--- src/rtl/hazard_fwd_unit_pkg.sv ---
// Shared constants, FSM state type and operand-select helper for the
// ID-stage hazard detection and forwarding unit.
package hazard_fwd_unit_pkg;

    localparam logic [1:0] FWD_EX = 2'b00;
    localparam logic [1:0] FWD_DM = 2'b01;
    localparam logic [1:0] FWD_RF = 2'b10;

    // Wide enough for the largest branch penalty of 15.
    localparam int FLUSH_W = 4;

    typedef enum logic [1:0] {
        ST_RUN      = 2'd0,
        ST_MEM_WAIT = 2'd1,
        ST_FLUSH    = 2'd2
    } state_t;

    function automatic logic [1:0] fwd_sel(input logic uses, input logic ex_hit,
                                           input logic dm_hit);
        if (!uses)  return FWD_RF;
        if (ex_hit) return FWD_EX;
        if (dm_hit) return FWD_DM;
        return FWD_RF;
    endfunction

endpackage

--- src/rtl/hazard_fwd_unit_if.sv ---
// Pipeline-facing signal bundle of the hazard/forwarding unit: the pipeline
// side is the master, the unit itself is the slave.
interface hazard_fwd_unit_if #(
    parameter int RA_W  = 5,
    parameter int CNT_W = 16
);
    logic              id_valid;
    logic [RA_W-1:0]   id_rs_addr;
    logic [RA_W-1:0]   id_rt_addr;
    logic              id_uses_rs;
    logic              id_uses_rt;
    logic              id_is_store;
    logic              id_branch_taken;
    logic              ex_wb_en;
    logic              dm_wb_en;
    logic [RA_W-1:0]   ex_wb_addr;
    logic [RA_W-1:0]   dm_wb_addr;
    logic              ex_is_load;
    logic              dm_is_load;
    logic              dm_ready;
    logic              pc_we;
    logic              if_id_we;
    logic              if_id_flush;
    logic              bubble;
    logic              pipe_hold;
    logic [1:0]        fwd_a;
    logic [1:0]        fwd_b;
    logic              fwd_dm;
    logic [CNT_W-1:0]  stall_cnt;
    logic [CNT_W-1:0]  flush_cnt;

    modport master (
        output id_valid, id_rs_addr, id_rt_addr, id_uses_rs, id_uses_rt,
               id_is_store, id_branch_taken, ex_wb_en, dm_wb_en, ex_wb_addr,
               dm_wb_addr, ex_is_load, dm_is_load, dm_ready,
        input  pc_we, if_id_we, if_id_flush, bubble, pipe_hold, fwd_a, fwd_b,
               fwd_dm, stall_cnt, flush_cnt
    );

    modport slave (
        input  id_valid, id_rs_addr, id_rt_addr, id_uses_rs, id_uses_rt,
               id_is_store, id_branch_taken, ex_wb_en, dm_wb_en, ex_wb_addr,
               dm_wb_addr, ex_is_load, dm_is_load, dm_ready,
        output pc_we, if_id_we, if_id_flush, bubble, pipe_hold, fwd_a, fwd_b,
               fwd_dm, stall_cnt, flush_cnt
    );
endinterface

--- src/rtl/hazard_fwd_unit_sat_counter.sv ---
// Saturating up-counter with synchronous clear; sticks at all-ones.
module hazard_fwd_unit_sat_counter #(
    parameter int W = 16
) (
    input  logic         clk,
    input  logic         i_clear,
    input  logic         i_inc,
    output logic [W-1:0] o_count
);
    logic [W-1:0] r_count;

    function automatic logic [W-1:0] sat_inc(input logic [W-1:0] v);
        return (&v) ? v : v + 1'b1;
    endfunction

    always_ff @(posedge clk) begin
        if (i_clear) begin
            r_count <= '0;
        end else if (i_inc) begin
            r_count <= sat_inc(r_count);
        end
    end

    assign o_count = r_count;
endmodule

--- src/rtl/hazard_fwd_unit.sv ---
// ID-stage hazard detection and operand forwarding: load-use stalls, freeze
// on a slow data-memory load, multi-cycle IF/ID flush after a taken branch.
module hazard_fwd_unit
    import hazard_fwd_unit_pkg::*;
#(
    parameter int NUM_REGS       = 32,
    parameter int BRANCH_PENALTY = 1,
    parameter int CNT_W          = 16
) (
    input  logic        clk,
    input  logic        rst,
    hazard_fwd_unit_if.slave bus
);
    localparam int RA_W = $clog2(NUM_REGS);

    state_t               r_state, r_ret_state;
    state_t               w_state_nx, w_ret_nx, w_mode;
    logic [FLUSH_W-1:0]   r_flush_left, w_left_nx;
    logic [RA_W-1:0]      w_rs, w_rt;
    logic                 w_rs_ex, w_rt_ex, w_rs_dm, w_rt_dm;
    logic                 w_load_use, w_miss;
    logic                 w_pc_we, w_if_id_we, w_flush, w_bubble, w_hold, w_fwd_dm;
    logic [1:0]           w_fwd_a, w_fwd_b;

    assign w_rs = bus.id_rs_addr;
    assign w_rt = bus.id_rt_addr;

    // Register 0 never matches, so all hit terms require a nonzero source.
    assign w_rs_ex = (w_rs != '0) & bus.ex_wb_en & (bus.ex_wb_addr == w_rs);
    assign w_rt_ex = (w_rt != '0) & bus.ex_wb_en & (bus.ex_wb_addr == w_rt);
    assign w_rs_dm = (w_rs != '0) & bus.dm_wb_en & (bus.dm_wb_addr == w_rs);
    assign w_rt_dm = (w_rt != '0) & bus.dm_wb_en & (bus.dm_wb_addr == w_rt);

    assign w_load_use = bus.id_valid & bus.ex_is_load &
                        ((bus.id_uses_rs & w_rs_ex) | (bus.id_uses_rt & w_rt_ex));
    assign w_miss     = bus.dm_is_load & ~bus.dm_ready;

    // MEM_WAIT behaves like the state it interrupted once the load completes.
    assign w_mode = (r_state == ST_MEM_WAIT) ? r_ret_state : r_state;

    always_ff @(posedge clk) begin
        if (rst) begin
            r_state      <= ST_RUN;
            r_ret_state  <= ST_RUN;
            r_flush_left <= '0;
        end else begin
            r_state      <= w_state_nx;
            r_ret_state  <= w_ret_nx;
            r_flush_left <= w_left_nx;
        end
    end

    always_comb begin
        w_state_nx = r_state;
        w_ret_nx   = r_ret_state;
        w_left_nx  = r_flush_left;
        w_pc_we    = 1'b1;
        w_if_id_we = 1'b1;
        w_flush    = 1'b0;
        w_bubble   = 1'b0;
        w_hold     = 1'b0;
        w_fwd_a    = fwd_sel(bus.id_uses_rs, w_rs_ex & ~bus.ex_is_load, w_rs_dm);
        w_fwd_b    = fwd_sel(bus.id_uses_rt, w_rt_ex & ~bus.ex_is_load, w_rt_dm);
        w_fwd_dm   = bus.id_is_store & w_rt_ex;
        if (rst) begin
            w_pc_we    = 1'b0;
            w_if_id_we = 1'b0;
            w_bubble   = 1'b1;
            w_flush    = 1'b1;
            w_fwd_a    = FWD_RF;
            w_fwd_b    = FWD_RF;
            w_fwd_dm   = 1'b0;
            w_state_nx = ST_RUN;
            w_left_nx  = '0;
        end else if (w_miss) begin
            w_pc_we    = 1'b0;
            w_if_id_we = 1'b0;
            w_hold     = 1'b1;
            w_state_nx = ST_MEM_WAIT;
            w_ret_nx   = w_mode;
        end else if (w_load_use) begin
            w_pc_we    = 1'b0;
            w_if_id_we = 1'b0;
            w_bubble   = 1'b1;
            w_state_nx = w_mode;
        end else if (w_mode == ST_FLUSH) begin
            w_flush    = 1'b1;
            w_left_nx  = r_flush_left - 1'b1;
            w_state_nx = (r_flush_left <= FLUSH_W'(1)) ? ST_RUN : ST_FLUSH;
        end else if (bus.id_branch_taken) begin
            w_flush = 1'b1;
            if (BRANCH_PENALTY > 1) begin
                w_state_nx = ST_FLUSH;
                w_left_nx  = FLUSH_W'(BRANCH_PENALTY - 1);
            end else begin
                w_state_nx = ST_RUN;
            end
        end else begin
            w_state_nx = ST_RUN;
        end
    end

    hazard_fwd_unit_sat_counter #(.W(CNT_W)) u_stall_cnt (
        .clk     (clk),
        .i_clear (rst),
        .i_inc   (~w_pc_we),
        .o_count (bus.stall_cnt)
    );

    hazard_fwd_unit_sat_counter #(.W(CNT_W)) u_flush_cnt (
        .clk     (clk),
        .i_clear (rst),
        .i_inc   (w_flush),
        .o_count (bus.flush_cnt)
    );

    assign bus.pc_we       = w_pc_we;
    assign bus.if_id_we    = w_if_id_we;
    assign bus.if_id_flush = w_flush;
    assign bus.bubble      = w_bubble;
    assign bus.pipe_hold   = w_hold;
    assign bus.fwd_a       = w_fwd_a;
    assign bus.fwd_b       = w_fwd_b;
    assign bus.fwd_dm      = w_fwd_dm;
endmodule

--- src/flat_wrapper.sv ---
// flat-port wrapper written by rule: the top's interface ports become plain ports
module hazard_fwd_unit_flat import hazard_fwd_unit_pkg::*;
#(
    parameter int NUM_REGS       = 32,
    parameter int BRANCH_PENALTY = 1,
    parameter int CNT_W          = 16
)
  (clk, rst, bus_id_valid, bus_id_rs_addr, bus_id_rt_addr, bus_id_uses_rs, bus_id_uses_rt, bus_id_is_store, bus_id_branch_taken, bus_ex_wb_en, bus_dm_wb_en, bus_ex_wb_addr, bus_dm_wb_addr, bus_ex_is_load, bus_dm_is_load, bus_dm_ready, bus_pc_we, bus_if_id_we, bus_if_id_flush, bus_bubble, bus_pipe_hold, bus_fwd_a, bus_fwd_b, bus_fwd_dm, bus_stall_cnt, bus_flush_cnt);
  hazard_fwd_unit_if #(.RA_W((5)), .CNT_W(CNT_W)) bus_i ();
  input  logic clk;
  input  logic rst;
  input wire logic [$bits(bus_i.id_valid)-1:0] bus_id_valid;
  input wire logic [$bits(bus_i.id_rs_addr)-1:0] bus_id_rs_addr;
  input wire logic [$bits(bus_i.id_rt_addr)-1:0] bus_id_rt_addr;
  input wire logic [$bits(bus_i.id_uses_rs)-1:0] bus_id_uses_rs;
  input wire logic [$bits(bus_i.id_uses_rt)-1:0] bus_id_uses_rt;
  input wire logic [$bits(bus_i.id_is_store)-1:0] bus_id_is_store;
  input wire logic [$bits(bus_i.id_branch_taken)-1:0] bus_id_branch_taken;
  input wire logic [$bits(bus_i.ex_wb_en)-1:0] bus_ex_wb_en;
  input wire logic [$bits(bus_i.dm_wb_en)-1:0] bus_dm_wb_en;
  input wire logic [$bits(bus_i.ex_wb_addr)-1:0] bus_ex_wb_addr;
  input wire logic [$bits(bus_i.dm_wb_addr)-1:0] bus_dm_wb_addr;
  input wire logic [$bits(bus_i.ex_is_load)-1:0] bus_ex_is_load;
  input wire logic [$bits(bus_i.dm_is_load)-1:0] bus_dm_is_load;
  input wire logic [$bits(bus_i.dm_ready)-1:0] bus_dm_ready;
  output wire logic [$bits(bus_i.pc_we)-1:0] bus_pc_we;
  output wire logic [$bits(bus_i.if_id_we)-1:0] bus_if_id_we;
  output wire logic [$bits(bus_i.if_id_flush)-1:0] bus_if_id_flush;
  output wire logic [$bits(bus_i.bubble)-1:0] bus_bubble;
  output wire logic [$bits(bus_i.pipe_hold)-1:0] bus_pipe_hold;
  output wire logic [$bits(bus_i.fwd_a)-1:0] bus_fwd_a;
  output wire logic [$bits(bus_i.fwd_b)-1:0] bus_fwd_b;
  output wire logic [$bits(bus_i.fwd_dm)-1:0] bus_fwd_dm;
  output wire logic [$bits(bus_i.stall_cnt)-1:0] bus_stall_cnt;
  output wire logic [$bits(bus_i.flush_cnt)-1:0] bus_flush_cnt;
  assign bus_i.id_valid = bus_id_valid;
  assign bus_i.id_rs_addr = bus_id_rs_addr;
  assign bus_i.id_rt_addr = bus_id_rt_addr;
  assign bus_i.id_uses_rs = bus_id_uses_rs;
  assign bus_i.id_uses_rt = bus_id_uses_rt;
  assign bus_i.id_is_store = bus_id_is_store;
  assign bus_i.id_branch_taken = bus_id_branch_taken;
  assign bus_i.ex_wb_en = bus_ex_wb_en;
  assign bus_i.dm_wb_en = bus_dm_wb_en;
  assign bus_i.ex_wb_addr = bus_ex_wb_addr;
  assign bus_i.dm_wb_addr = bus_dm_wb_addr;
  assign bus_i.ex_is_load = bus_ex_is_load;
  assign bus_i.dm_is_load = bus_dm_is_load;
  assign bus_i.dm_ready = bus_dm_ready;
  assign bus_pc_we = bus_i.pc_we;
  assign bus_if_id_we = bus_i.if_id_we;
  assign bus_if_id_flush = bus_i.if_id_flush;
  assign bus_bubble = bus_i.bubble;
  assign bus_pipe_hold = bus_i.pipe_hold;
  assign bus_fwd_a = bus_i.fwd_a;
  assign bus_fwd_b = bus_i.fwd_b;
  assign bus_fwd_dm = bus_i.fwd_dm;
  assign bus_stall_cnt = bus_i.stall_cnt;
  assign bus_flush_cnt = bus_i.flush_cnt;
  hazard_fwd_unit #(.NUM_REGS(NUM_REGS), .BRANCH_PENALTY(BRANCH_PENALTY), .CNT_W(CNT_W)) u_core (.clk(clk), .rst(rst), .bus(bus_i));
endmodule
--- config.mk ---
export PLATFORM = sky130hd
export DESIGN_NAME = hazard_fwd_unit_flat
export DESIGN_NICKNAME = d
export VERILOG_FILES = /design/src/rtl/hazard_fwd_unit_pkg.sv /design/src/rtl/hazard_fwd_unit_if.sv /design/src/rtl/hazard_fwd_unit_sat_counter.sv /design/src/rtl/hazard_fwd_unit.sv /design/src/flat_wrapper.sv
export SDC_FILE = /design/constraint.sdc
export NUM_CORES = 1
export LEC_CHECK = 0
export ABC_CLOCK_PERIOD_IN_PS = 2950
export BUFFER_PORTS_ARGS = -buffer_cell sky130_fd_sc_hd__buf_2
export CAP_MARGIN = 20
export CORE_UTILIZATION = 53
export CTS_BUF_LIST = sky130_fd_sc_hd__clkbuf_4 sky130_fd_sc_hd__clkbuf_8
export DETAILED_ROUTE_END_ITERATION = 6
export GPL_ROUTABILITY_DRIVEN = 0
export PLACE_DENSITY = 0.82
export RECOVER_POWER = 100
export SLEW_MARGIN = 20
export SYNTH_ARGS = -nofsm -noshare
export SYNTH_HDL_FRONTEND = slang
export SYNTH_SLANG_ARGS = --single-unit
--- constraint.sdc ---
create_clock -name clk -period 2.95 [get_ports clk]
set_clock_uncertainty 0.15 [all_clocks]
set_input_delay 0.1475 -clock clk [delete_from_list [all_inputs] [get_ports clk]]
set_output_delay 0.1475 -clock clk [all_outputs]
set_load 0.005 [all_outputs]
After elaboration in Yosys (flattened, before gate mapping)
Index checks and enable logic that the tools add are counted.

Register bits: 40. Input port bits: 32. Output and inout bits: 42. Word-level logic and storage cells: 91.

$add $sub $neg: 3. Order comparisons: 1. Eq/ne operators: 6. Mux-type cells: 43. Bitwise gates (word level): 24. Reduce and logical (&&, ||, !) cells: 8.

Operators by type and width (number): 2-bit two-way mux (18); 16-bit by 1-bit adder with 16-bit output (second input constant) (2); 16-bit AND reduction (2); 1-bit two-way mux (25); 5-bit equality test (4); 1-bit bitwise AND (16); 5-bit nonzero test (2); 1-bit inverter (7); 4-bit by 1-bit <= comparator with 1-bit output (second input constant) (1); 2-bit AND reduction (2); 4-bit by 1-bit subtractor with 4-bit output (second input constant) (1); 3-bit AND reduction (1); 2-bit by 1-bit equality test with 1-bit output (second input constant) (1); 2-bit equality test (second input constant) (1); 2-bit OR reduction (1); 1-bit bitwise OR (1).

Depth between registers and ports, before layout
Depth after elaboration: 12. Depth in mapped cells: 8. Mapped depth without buffers: 7.

Hierarchy
A second synthesis with hierarchy kept.

Cells, all modules: 297. Area total of the unflattened synthesis: 2513.7 µm².

By module, submodules not included: hazard_fwd_unit_sat_counter (instances 2, cells an instance 96, area an instance 833.3 µm², sequential area each 320.3 µm²); hazard_fwd_unit (instances 1, cells an instance 105, area an instance 847.1 µm², sequential area each 160.2 µm²).

Worst setup path before layout
Ideal clock, no wire load.

Path type: flip-flop to flip-flop. From: reg u_core.u_stall_cnt.r_count[0] (netlist: u_core.u_stall_cnt.o_count[0]). To: reg u_core.u_stall_cnt.r_count[15] (netlist: u_core.u_stall_cnt.o_count[15]). Setup time: 121 ps. Data arrival time: 1893 ps. Data required time: 2679 ps. Slack: 786 ps. Cell stages (with the launch flop): 9. Path buffers: 1. Clock period less this slack: 2164 ps. Cells stage by stage: dfxtp_1 > ha_1 > and3_1 > nand2_1 > nor4_2 > nand4b_1 > buf_2 > nor4_1 > mux2_2.

Word-level cells in the longest chain between the ends: 3. Elaborated cells on any way between the ends: 4. Those cells by class: 1 x add/sub; 1 x bitwise; 2 x reduce/logical.

RTL lines: from (decl) (line hazard_fwd_unit_sat_counter.sv:10) `logic [W-1:0] r_count;`; from (signal assigned) (line hazard_fwd_unit_sat_counter.sv:20) `r_count <= sat_inc(r_count);`; parallel branches: the longest is 3 deep, another holds 16-bit by 1-bit adder with 16-bit output.

Several ways; the timed one is not identified. A chain may end at the register's enable or synchronous reset.

Worst setup path after layout
From: reg u_core.u_stall_cnt.r_count[0] (netlist: u_core.u_stall_cnt.o_count[0]). To: reg u_core.u_stall_cnt.r_count[9] (netlist: u_core.u_stall_cnt.o_count[9]).

The elaborated chain is that of the path after synthesis.

==> results.md <==
* Syn_nets at 341
* Share of the yosys chip area belonging to registers at 32.4%
* Unrepaired setup endpoints after global routing: no
* Clock-pin slew on the worst setup and hold paths at 90 ps
* Setup_tns at 0 ps
* Placed Instance Area at about 0.0029 mm2
* H-tree Lvls at 2
* Final hold violation count at 0
* Port Buffers at between 70 and 80
* Syn avg cell area at just over 8 um2
* Max IR drop VDD at 0.398 mV
* First-pass GRT wire length at 10100 um
* Crit end category: flip-flop
* Fraction of layout cells with a size suffix above 1 at between 20 and 25%
* Initial antenna violation count at 0
* Fillers at ~390
* Total power per unit cell area at between 300 and 400 mW/mm2
* DRC at 0
* # diodes at 0
* Vias after detailed routing at around 2600
* Vias per inst at 6.11
* Critical Path AT at about 2600 ps
* Die boundary height at between 70 and 80 um
* Max clock buf depth at 2
* Vias in the first global route at roughly 2300
* Status: complete, but fails checks
* Met2 GRT Util at between 40 and 50%
* Max cap viols at 1
* Fin nets at just over 400
* Die W at approximately 70 um
* Max FO, Critical Path at 12
* Clk sinks at 40
* Core box area at 0.00441 mm2
* Die ar. at roughly 0.005 mm2
* Final Setup Violations at 0
* Commonest non-fill, non-tap cell in the layout: buf_2
* Post-detail-place hpwl at ~4300 um
* GR Util met1 at roughly a third
* Design Area, Final at between 0.002 and 0.003 mm2
* Drt first-iter violations at around 150
* Most crowded layer after global routing: met2
* Required time worst endpoint at 2990 ps
* YS warnings at 0
* Setup ws final at roughly 390 ps
* Yosys top cell by area: dfxtp_1
* Crit path from: u_core.u_stall_cnt.o_count[0]
* Initial Util at between 50% and 60%
* Io pins at 74
* Post-synth EDFFs at 0
* HP Class: in2reg
* TritonRoute pass-1 iters at 4
* Mapped Area at between 0.002 and 0.0025 mm2
* Top cells by area, synth: dfxtp_1 (32%), a21oi_1 (5.3%), xor2_1 (5.0%), o31ai_1 (4.6%), or4_1 (3.9%)
* Cells on Worst Hold Path at 4
* Critical path type: reg2reg
* Met3 usage in global routing at ~6.2%
* GRT Total Usage at between 20 and 25%
* Largest net degree at the start of global routing at 44
* FMAX at about 400 MHz
* Post-synth top area share at roughly a third
* Startpoint type of the worst setup path: flip-flop
* Antenna-violating nets left at 0
* Pre-CTS setup slack at roughly 350 ps
* Congestion Overflow GR at 0
* R2r worst-path depth at 7
* Mapped Cells at about 300
* CTS-repair resized insts at 0
* Multi-input gate area at between 0.0015 and 0.002 mm2
* Commonest non-fill, non-tap cells in the layout: buf_2 (59), dfxtp_1 (40), a21oi_1 (26)
* Area Overhead vs Synth at 19.1%
* Number of synthesized register bits at 40
* Reg-to-Reg Start: u_core.u_stall_cnt.o_count[0]
* Worst-margin pin slew at 1890 ps
* Wire length per cell at 14.4 um
* Rows at 24
* Final Max Tran Viols at 44
* Tcrit/Tclk final at between 80 and 90%
* Worst rel slew slack at -25.9%
* Post-synth cell types at 50
* Routed WL at between 6000 and 7000 um
* Ys flop type: dfxtp_1
* Post-CTS setup buffer count at 0
* Root Buffer: clkbuf_8
* Register area at between 800 and 900 um2
* P_leak at between 1 and 1.5 nW
* Failing checks: max-capacitance violations, max-slew violations
* Minimum clock period at between 2000 and 3000 ps
* Post-synth ARST share at 0%
* CTS tree: done
* Total CTS buffers at 5
* Clock Latency Late Sink at around 300 ps
* Hold bufs inserted after CTS at 0
* Hold path start: bus_dm_ready
-- power breakdown --
group / total (mW) / internal, mW / switching, mW / leakage [nW]
logic: 0.126 / 0.0491 / 0.0768 / 0.732
clock network: 0.484 / 0.277 / 0.208 / 0.0614
registers: 0.550 / 0.544 / 0.00599 / 0.323
-- final timing paths --
path / endpoint / slack, ps
worst max-delay path: u_core.u_stall_cnt.o_count[9] / 390
worst min-delay path: u_core.r_ret_state[1] / 60
worst max register to register: u_core.u_stall_cnt.o_count[9] / 390
worst min register to register: u_core.u_flush_cnt.o_count[9] / 350
-- final cells by class --
cell class	count	share of cell area [%]
Multi-Input combinational cell	243	53.1
Sequential cell	40	27.2
Timing Repair Buffer	77	12.5
Clock buffer	6	2.80
Tap cell	52	2.21
Clock inverter	2	1.32
Inverter	7	0.892
-- stage by stage --
stage	util (%)	instances	total power [mW]	hold slack (ps)
after global placement	64.6	418	0.687	328
after detailed placement	64.6	418	0.690	337
final	66.7	427	1.16	58.0
after floorplan	-	305	0.633	205
after global routing	66.7	427	1.20	94.6
after CTS	67.3	426	1.17	51.0
-- state kept, by name (all words and copies together) (netlist names) --
signal	cells
u_core.r_flush_left	4
u_core.r_ret_state	2
u_core.r_state	2
u_core.u_flush_cnt.o_count	16
u_core.u_stall_cnt.o_count	16
-- worst max-delay path, stage by stage, from the launching register on --
cell and delay, ps:
dfxtp_1 350, ha_1 250, and3_1 230, nand2_1 90, nor4_2 70, nand4b_1 500
nor4_1 440, mux2_2 370
-- kinds of logic (layout without fill, tap and decap cells) --
logic type,Yosys count,after routing,share of synthesized area [%]
AND/OR/NAND/NOR,136,136,31.6
AO/OA/AOI/OAI,78,78,20.4
flip-flops,40,40,32.4
buffers and inverters,22,92,4.00
XOR/XNOR,17,17,6.03
multiplexers,8,8,3.54
adder cells (fa/ha/maj),4,4,2.03
-- cells in the mapped netlist (2+ instances only) --
| cell | n |
|---|---|
| nor4_1 | 9 |
| and4_4 | 2 |
| and2_1 | 3 |
| nor2b_1 | 8 |
| mux2_2 | 6 |
| o21ai_1 | 2 |
| xnor2_1 | 3 |
| nand4_1 | 7 |
| clkbuf_1 | 8 |
| inv_1 | 7 |
| a21oi_1 | 26 |
| nand2_1 | 21 |
| or3_1 | 3 |
| o21a_1 | 2 |
| a311oi_1 | 4 |
| nand2b_1 | 3 |
| mux2i_1 | 2 |
| o21ai_0 | 11 |
| xor2_1 | 14 |
| or2_2 | 4 |
| nor4b_1 | 2 |
| and3_1 | 6 |
| nor2_1 | 22 |
| or4_1 | 13 |
| o311ai_0 | 2 |
| nor4_2 | 2 |
| a41oi_1 | 4 |
| nor3_1 | 11 |
| dfxtp_1 | 40 |
| o31ai_1 | 15 |
| a211oi_1 | 3 |
| buf_2 | 4 |
| o211ai_1 | 2 |
| ha_1 | 4 |
| nand3_1 | 15 |
-- routing by layer --
layer | vias up | part of all wire (%)
met5 | - | 0
met4 | 0 | 0.62
met3 | 5 | 6.3
met2 | 85 | 48
met1 | 1226 | 45
li1 | 1294 | -
No activity file was read; power rests on OpenSTA's default activity.
